**src/rtl/fetch_pkg.sv**
```systemverilog
// rtl/fetch_pkg.sv - shared types and constants for the instruction fetch stage
package fetch_pkg;

    typedef enum logic {
        RUN   = 1'b0,
        FLUSH = 1'b1
    } fetch_state_t;

    // Largest supported number of bubbles per taken branch
    localparam int FLUSH_MAX = 3;

    // Width of the flush counter, sized for FLUSH_MAX-1
    localparam int FLUSH_CNT_W = 2;

    // Bubble instruction word; sliced down to the instruction width in use
    localparam logic [63:0] NOP_INSTR = 64'h0;

endpackage

```
**src/rtl/fetch_flush_ctrl.sv**
```systemverilog
// rtl/fetch_flush_ctrl.sv - branch flush FSM and bubble counter for the fetch stage
module fetch_flush_ctrl
    import fetch_pkg::*;
#(
    parameter int FLUSH_CYCLES = 1
) (
    input  logic clk,
    input  logic rst,
    input  logic stall,
    input  logic branchTaken,
    output logic bubble,
    output logic holdPC
);

    fetch_state_t           state_q;
    logic [FLUSH_CNT_W-1:0] cnt_q;

    // The first bubble is produced by the branch edge itself, so only
    // FLUSH_CYCLES-1 further edges are spent in FLUSH.
    localparam logic [FLUSH_CNT_W-1:0] RELOAD = FLUSH_CNT_W'(FLUSH_CYCLES - 1);

    // Flush FSM: newest branch reloads, stall freezes, counter runs down to RUN
    always_ff @(posedge clk) begin
        if (rst) begin
            state_q <= RUN;
            cnt_q   <= '0;
        end else if (branchTaken) begin
            if (FLUSH_CYCLES > 1) begin
                state_q <= FLUSH;
                cnt_q   <= RELOAD;
            end else begin
                state_q <= RUN;
                cnt_q   <= '0;
            end
        end else if (!stall && state_q == FLUSH) begin
            cnt_q <= cnt_q - 1'b1;
            if (cnt_q == FLUSH_CNT_W'(1)) begin
                state_q <= RUN;
            end
        end
    end

    // While flushing the PC already points at the target and the IF/ID
    // register must keep receiving bubbles.
    assign bubble = (state_q == FLUSH);
    assign holdPC = (state_q == FLUSH);

endmodule

```
**src/rtl/fetch_unit.sv**
```systemverilog
// rtl/fetch_unit.sv - instruction fetch stage: PC, imem address, IF/ID register (optional FETCH_PERF_EN counters)
module fetch_unit
    import fetch_pkg::*;
#(
    parameter int bus          = 4,
    parameter int INSTR_W      = 16,
    parameter int FLUSH_CYCLES = 1
) (
    input  logic               clk,
    input  logic               rst,
    input  logic               stall,
    input  logic               branchTaken,
    input  logic [bus-1:0]     jumpAddress,
    input  logic [INSTR_W-1:0] instrIn,
    output logic [bus-1:0]     imemAddr,
    output logic [INSTR_W-1:0] instrOut,
    output logic [bus-1:0]     pcOut,
`ifdef FETCH_PERF_EN
    output logic               validOut,
    output logic [7:0]         branchCount,
    output logic [7:0]         bubbleCount
`else
    output logic               validOut
`endif
);

    localparam logic [INSTR_W-1:0] NOP_W = NOP_INSTR[INSTR_W-1:0];

    logic               bubble;
    logic               hold_pc;

    logic [bus-1:0]     pc_q,    pc_d;
    logic [INSTR_W-1:0] instr_q, instr_d;
    logic [bus-1:0]     pcout_q, pcout_d;
    logic               valid_q, valid_d;

    fetch_flush_ctrl #(
        .FLUSH_CYCLES (FLUSH_CYCLES)
    ) u_flush_ctrl (
        .clk         (clk),
        .rst         (rst),
        .stall       (stall),
        .branchTaken (branchTaken),
        .bubble      (bubble),
        .holdPC      (hold_pc)
    );

    // Next-state select: branch beats stall, stall beats flush and normal fetch
    always_comb begin
        pc_d    = pc_q;
        instr_d = instr_q;
        pcout_d = pcout_q;
        valid_d = valid_q;
        if (branchTaken) begin
            pc_d    = jumpAddress;
            instr_d = NOP_W;
            valid_d = 1'b0;
        end else if (stall) begin
            pc_d = pc_q;
        end else if (bubble || hold_pc) begin
            instr_d = NOP_W;
            valid_d = 1'b0;
        end else begin
            instr_d = instrIn;
            pcout_d = pc_q;
            valid_d = 1'b1;
            pc_d    = pc_q + 1'b1;
        end
    end

    // PC and IF/ID pipeline register
    always_ff @(posedge clk) begin
        if (rst) begin
            pc_q    <= '0;
            instr_q <= NOP_W;
            pcout_q <= '0;
            valid_q <= 1'b0;
        end else begin
            pc_q    <= pc_d;
            instr_q <= instr_d;
            pcout_q <= pcout_d;
            valid_q <= valid_d;
        end
    end

    assign imemAddr = pc_q;
    assign instrOut = instr_q;
    assign pcOut    = pcout_q;
    assign validOut = valid_q;

`ifdef FETCH_PERF_EN
    logic [7:0] branch_cnt_q;
    logic [7:0] bubble_cnt_q;
    logic       bubble_edge;

    assign bubble_edge = branchTaken || (!stall && (bubble || hold_pc));

    // Saturating counters of accepted branches and bubble-loading edges
    always_ff @(posedge clk) begin
        if (rst) begin
            branch_cnt_q <= '0;
            bubble_cnt_q <= '0;
        end else begin
            if (branchTaken && branch_cnt_q != 8'hFF) begin
                branch_cnt_q <= branch_cnt_q + 8'd1;
            end
            if (bubble_edge && bubble_cnt_q != 8'hFF) begin
                bubble_cnt_q <= bubble_cnt_q + 8'd1;
            end
        end
    end

    assign branchCount = branch_cnt_q;
    assign bubbleCount = bubble_cnt_q;
`endif

endmodule

```
**config.mk**
```make
export PLATFORM = sky130hd
export DESIGN_NAME = fetch_unit
export DESIGN_NICKNAME = d
export VERILOG_FILES = /design/src/rtl/fetch_pkg.sv /design/src/rtl/fetch_flush_ctrl.sv /design/src/rtl/fetch_unit.sv
export SDC_FILE = /design/constraint.sdc
export NUM_CORES = 1
export LEC_CHECK = 0
export CAP_MARGIN = 20
export CORE_AREA = 2 2 40 61
export DETAILED_ROUTE_END_ITERATION = 7
export DIE_AREA = 0 0 42 63
export DONT_BUFFER_PORTS = 1
export GPL_TIMING_DRIVEN = 1
export HOLD_SLACK_MARGIN = 0.06
export PLACE_DENSITY = 0.69
export REMOVE_ABC_BUFFERS = 1
export SYNTH_ARGS = -nofsm -noshare
export SYNTH_HDL_FRONTEND = slang
export SYNTH_HIERARCHICAL = 1
export SYNTH_SLANG_ARGS = --single-unit
export TNS_END_PERCENT = 50
```
**constraint.sdc**
```tcl
create_clock -name clk -period 2.8 [get_ports clk]
set_input_delay 0.56 -clock clk [delete_from_list [all_inputs] [get_ports clk]]
set_output_delay 0.56 -clock clk [all_outputs]
set_load 0.05 [all_outputs]
```
# Word-level counts from Yosys, hierarchy flattened
# Index checks and enable logic that the tools add are counted.
# W data, S select, Z words.
# totals
register_bits	25
in_bits	24
output_inout_bits	25
# classes
add_sub_neg	1
eq_ne	1
muxes	2
bitwise_logic	2
n_reduce_logical	2
# op_table
cell	n
$mux W4	2
$add A4 B1 Y4 const B	1
$ne A2 B1 Y1 const B	1
$not A1 Y1	2
$reduce_and A2 Y1	1
$reduce_or A2 Y1	1

# Longest topological paths before layout
# logic_depth
word_depth	3
ltp_mapped	6
depth_no_buf	3

# Modules after synthesis
# Netlist, hierarchy kept.
# modules_own_cells
mod	instances	cells_each	area_each_um2	seq_area_each_um2
fetch_unit	1	96	1003.5	500.5
fetch_flush_ctrl	1	3	18.8	0.0

# Worst setup path before layout
# Ideal clock, no wire load.
# synth_path
kind	input port to flip-flop
startpoint	input port stall
endpoint	register pc_q[3], in the netlist imemAddr[3]
setup_time_ps	100
arrival_ps	1456
path_slack_ps	1245
stages	5
n_path_buf	2
cell_sequence	buf_6 nor3_4 buf_6 a211oi_4 a2111oi_4
# synth_between
elab_chain_len	1
# synth_lines
element	line	rtl
start: declaration	fetch_unit.sv:11	input logic stall,
$ne A2 B1 Y1 (no source line)	--	
end signal: assignment	fetch_unit.sv:79	pc_q <= pc_d;
end: declaration	fetch_unit.sv:32	logic [bus-1:0] pc_q, pc_d;
# Every way passes these cells.
# A chain may end at the register's enable or synchronous reset.

# Final worst setup path
# layout_path
startpoint	register pc_q[3], in the netlist imemAddr[3]
endpoint	output port imemAddr[3]
# layout_lines
element	line	rtl
end: declaration	fetch_unit.sv:15	output logic [bus-1:0] imemAddr,
# No word-level cell between the ends.

==> reports/results.ini <==
[routing]
viasPerCell = 5.81
wirelength_microns = 1870
wl_met3_microns = 190
first_pass_iters = 4
wl_per_cell_microns = 15.8
maxUsedRoutingLayer = met4
met2WireLength_microns = 959
wl_met1_microns = 696
drc_errors = 0
vias = 686
drtIter0Drc = 5
ant_nets = 0

[cts]
hold_buffers = 0
cts_setup_buffers = 0
cts_root_buf = clkbuf_4
htreeDepth = 1
clk_latency_ns = 0.31
cts_inserted_buffers = 3
clk_pin_slew_ns = 0.13
cts.sinks = 25
clock_path_buffers = 2
ctsResizeCount = 0
cts_tree = yes

[floorplan]
core_area_sq_um = 2130
die_area_sq_um = 2650
dieHeight_microns = 63
core.rowCount = 21
die_w_microns = 42
initial_core_util_pct = 48.0
io_pins = 49

[final_layout]
drive_above_1_share_pct = 10.5
diodes = 0
fillerInstances = 217
syn_to_final_growth_pct = -0.122
nets = 121
post-route-util_pct = 48.0

[synth]
synth_flop_cell = dfxtp_1
synth-seq-cells = 25
synthXorXnorAreaFrac_pct = 0.857
ys_seq_area_share_pct = 49.0
syn_avg_cell_area_sq_um = 10.3
netlist_top_cells_count = dfxtp_1, nor2_1, a22oi_1
synth_fa_ha_area_share_pct = 1.22
synthMuxAreaShare_pct = 5.02
synthSimpleGateAreaFrac_pct = 14.6
ys_warn_count = 6
yosysTopAreaCellShare_pct = 49.0
async_flop_share_pct = 0
syn-cell-area_sq_um = 1020
synth_edf_count = 0
synthTopCellsByArea = dfxtp_1, a22oi_1, nor2_1
synth_compound_area_share_pct = 20.9
synthCells = 99
synth_top_family_by_area = compound AO/OA/AOI/OAI gates
netlist-cell-type-count = 24
synth_area_leader_cell = dfxtp_1
yosysMostFrequentCell = dfxtp_1

[worst_setup_path]
path_depth = 0
critPathCaptureType = output pin
path_class = reg2out
crit_arrival_ns = 1.06
worstPathRequired_ns = 2.24
startpoint_type = register
crit_fanout = 4
worstRegToRegCells = 3

[pwr]
p_clk_share_pct = 26.5
p_comb_share_pct = 6.1
seq_power_share_pct = 67.4
p_int_mw = 0.437
ir_drop_v = 0.000313
switching_share_pct = 26.5
power.leakage_nw = 0.366
power.switching_mw = 0.158
powerDensity_nw_per_um2 = 582

[sta]
fin_crit_sh_pct = 57.8
setup_viol = 0
fin_tns_setup_ns = 0
skew_ns = 0.00866
min_period_ns = 1.62
finalHoldViolCount = 0
slew_violations = 0
fmax_mhz = 618
timing.slew.headroom_pct = 58.4
worstMarginPinSlew_ns = 0.623
rsz0062_at_grt = no

[global_routing]
overflow = 0
grt_pass1_vias = 683
grt_pass1_wl_microns = 3020
grt_max_degree = 20
antenna_found_initial = 0
track_usage_pct = 14.8

[placed_design]
dp_hpwl_microns = 1330
io_buffer_count = 0
gp_congestion = 0.739

[min_path]
whs_path_depth = 1
min_path_type = in2reg

[run]
maxCapViolCount = 0

[outcome]
status = completed

power groups by stage:
stage	Clock, mW	Sequential (mW)	Combinational [mW]
after floorplan	0	0.406	0.0310
after detailed placement	0	0.409	0.0366
after CTS	0.163	0.401	0.0366
final	0.158	0.401	0.0361
after global placement	0	0.408	0.0352
after global routing	0.177	0.402	0.0404
stage by stage:
stage	cells	hold WS, ns	worst slack, ns	total power, mW	area [sq um]
detailed placement	114	0.630	1.22	0.445	995
finish	118	0.286	1.18	0.594	1020
global placement	114	0.626	1.24	0.444	995
floorplan	90	0.624	1.02	0.437	958
global route	118	0.261	1.14	0.619	1020
CTS	118	0.283	1.17	0.600	1020
layer usage:
metal	track usage [%]	vias to the layer above
met2	24.6	40
met3	3.76	2
li1	-	333
met4	9.27	0
met5	0	-
met1	16.2	311
flip-flops by register name, indices dropped and copies added, names as in the netlist:
name,cells
imemAddr,4
validOut,1
instrOut,16
pcOut,4
area by class of cell:
class	instances	area, sq um	share of cell area [%]
sequential	25	500	49.0
multi-input combinational	61	443	43.4
tap	23	28.8	2.82
clock buffer	4	26.3	2.57
inverter	4	15.0	1.47
timing repair buffer	1	7.51	0.735
cell families after synthesis:
family | Yosys count
compound gates | 25
xor+xnor | 1
fa+ha+maj | 1
buf+inv | 14
flops | 25
mux | 5
other cells | 1
simple gates | 27
layout by cell type, fill, tap and decap left out, types with 2 or more instances in the layout:
cell      synthesis  routed
mux2i_1           4       4
o21a_1            2       2
and4b_1           2       2
conb_1            1       2
dfxtp_1          25      25
inv_1             4       4
a22oi_1          16      16
clkbuf_4          0       3
a21oi_1           3       3
nor2_1           21      21
path summary, 6_finish.rpt:
check	startpoint	endpoint	slack, ns
hold / removal	rst	imemAddr[3]	0.29
setup reg to reg	imemAddr[1]	imemAddr[1]	1.21
setup / recovery	imemAddr[3]	imemAddr[3]	1.18
hold reg to reg	pcOut[3]	pcOut[3]	0.77
(Power assumes the default switching activity.)
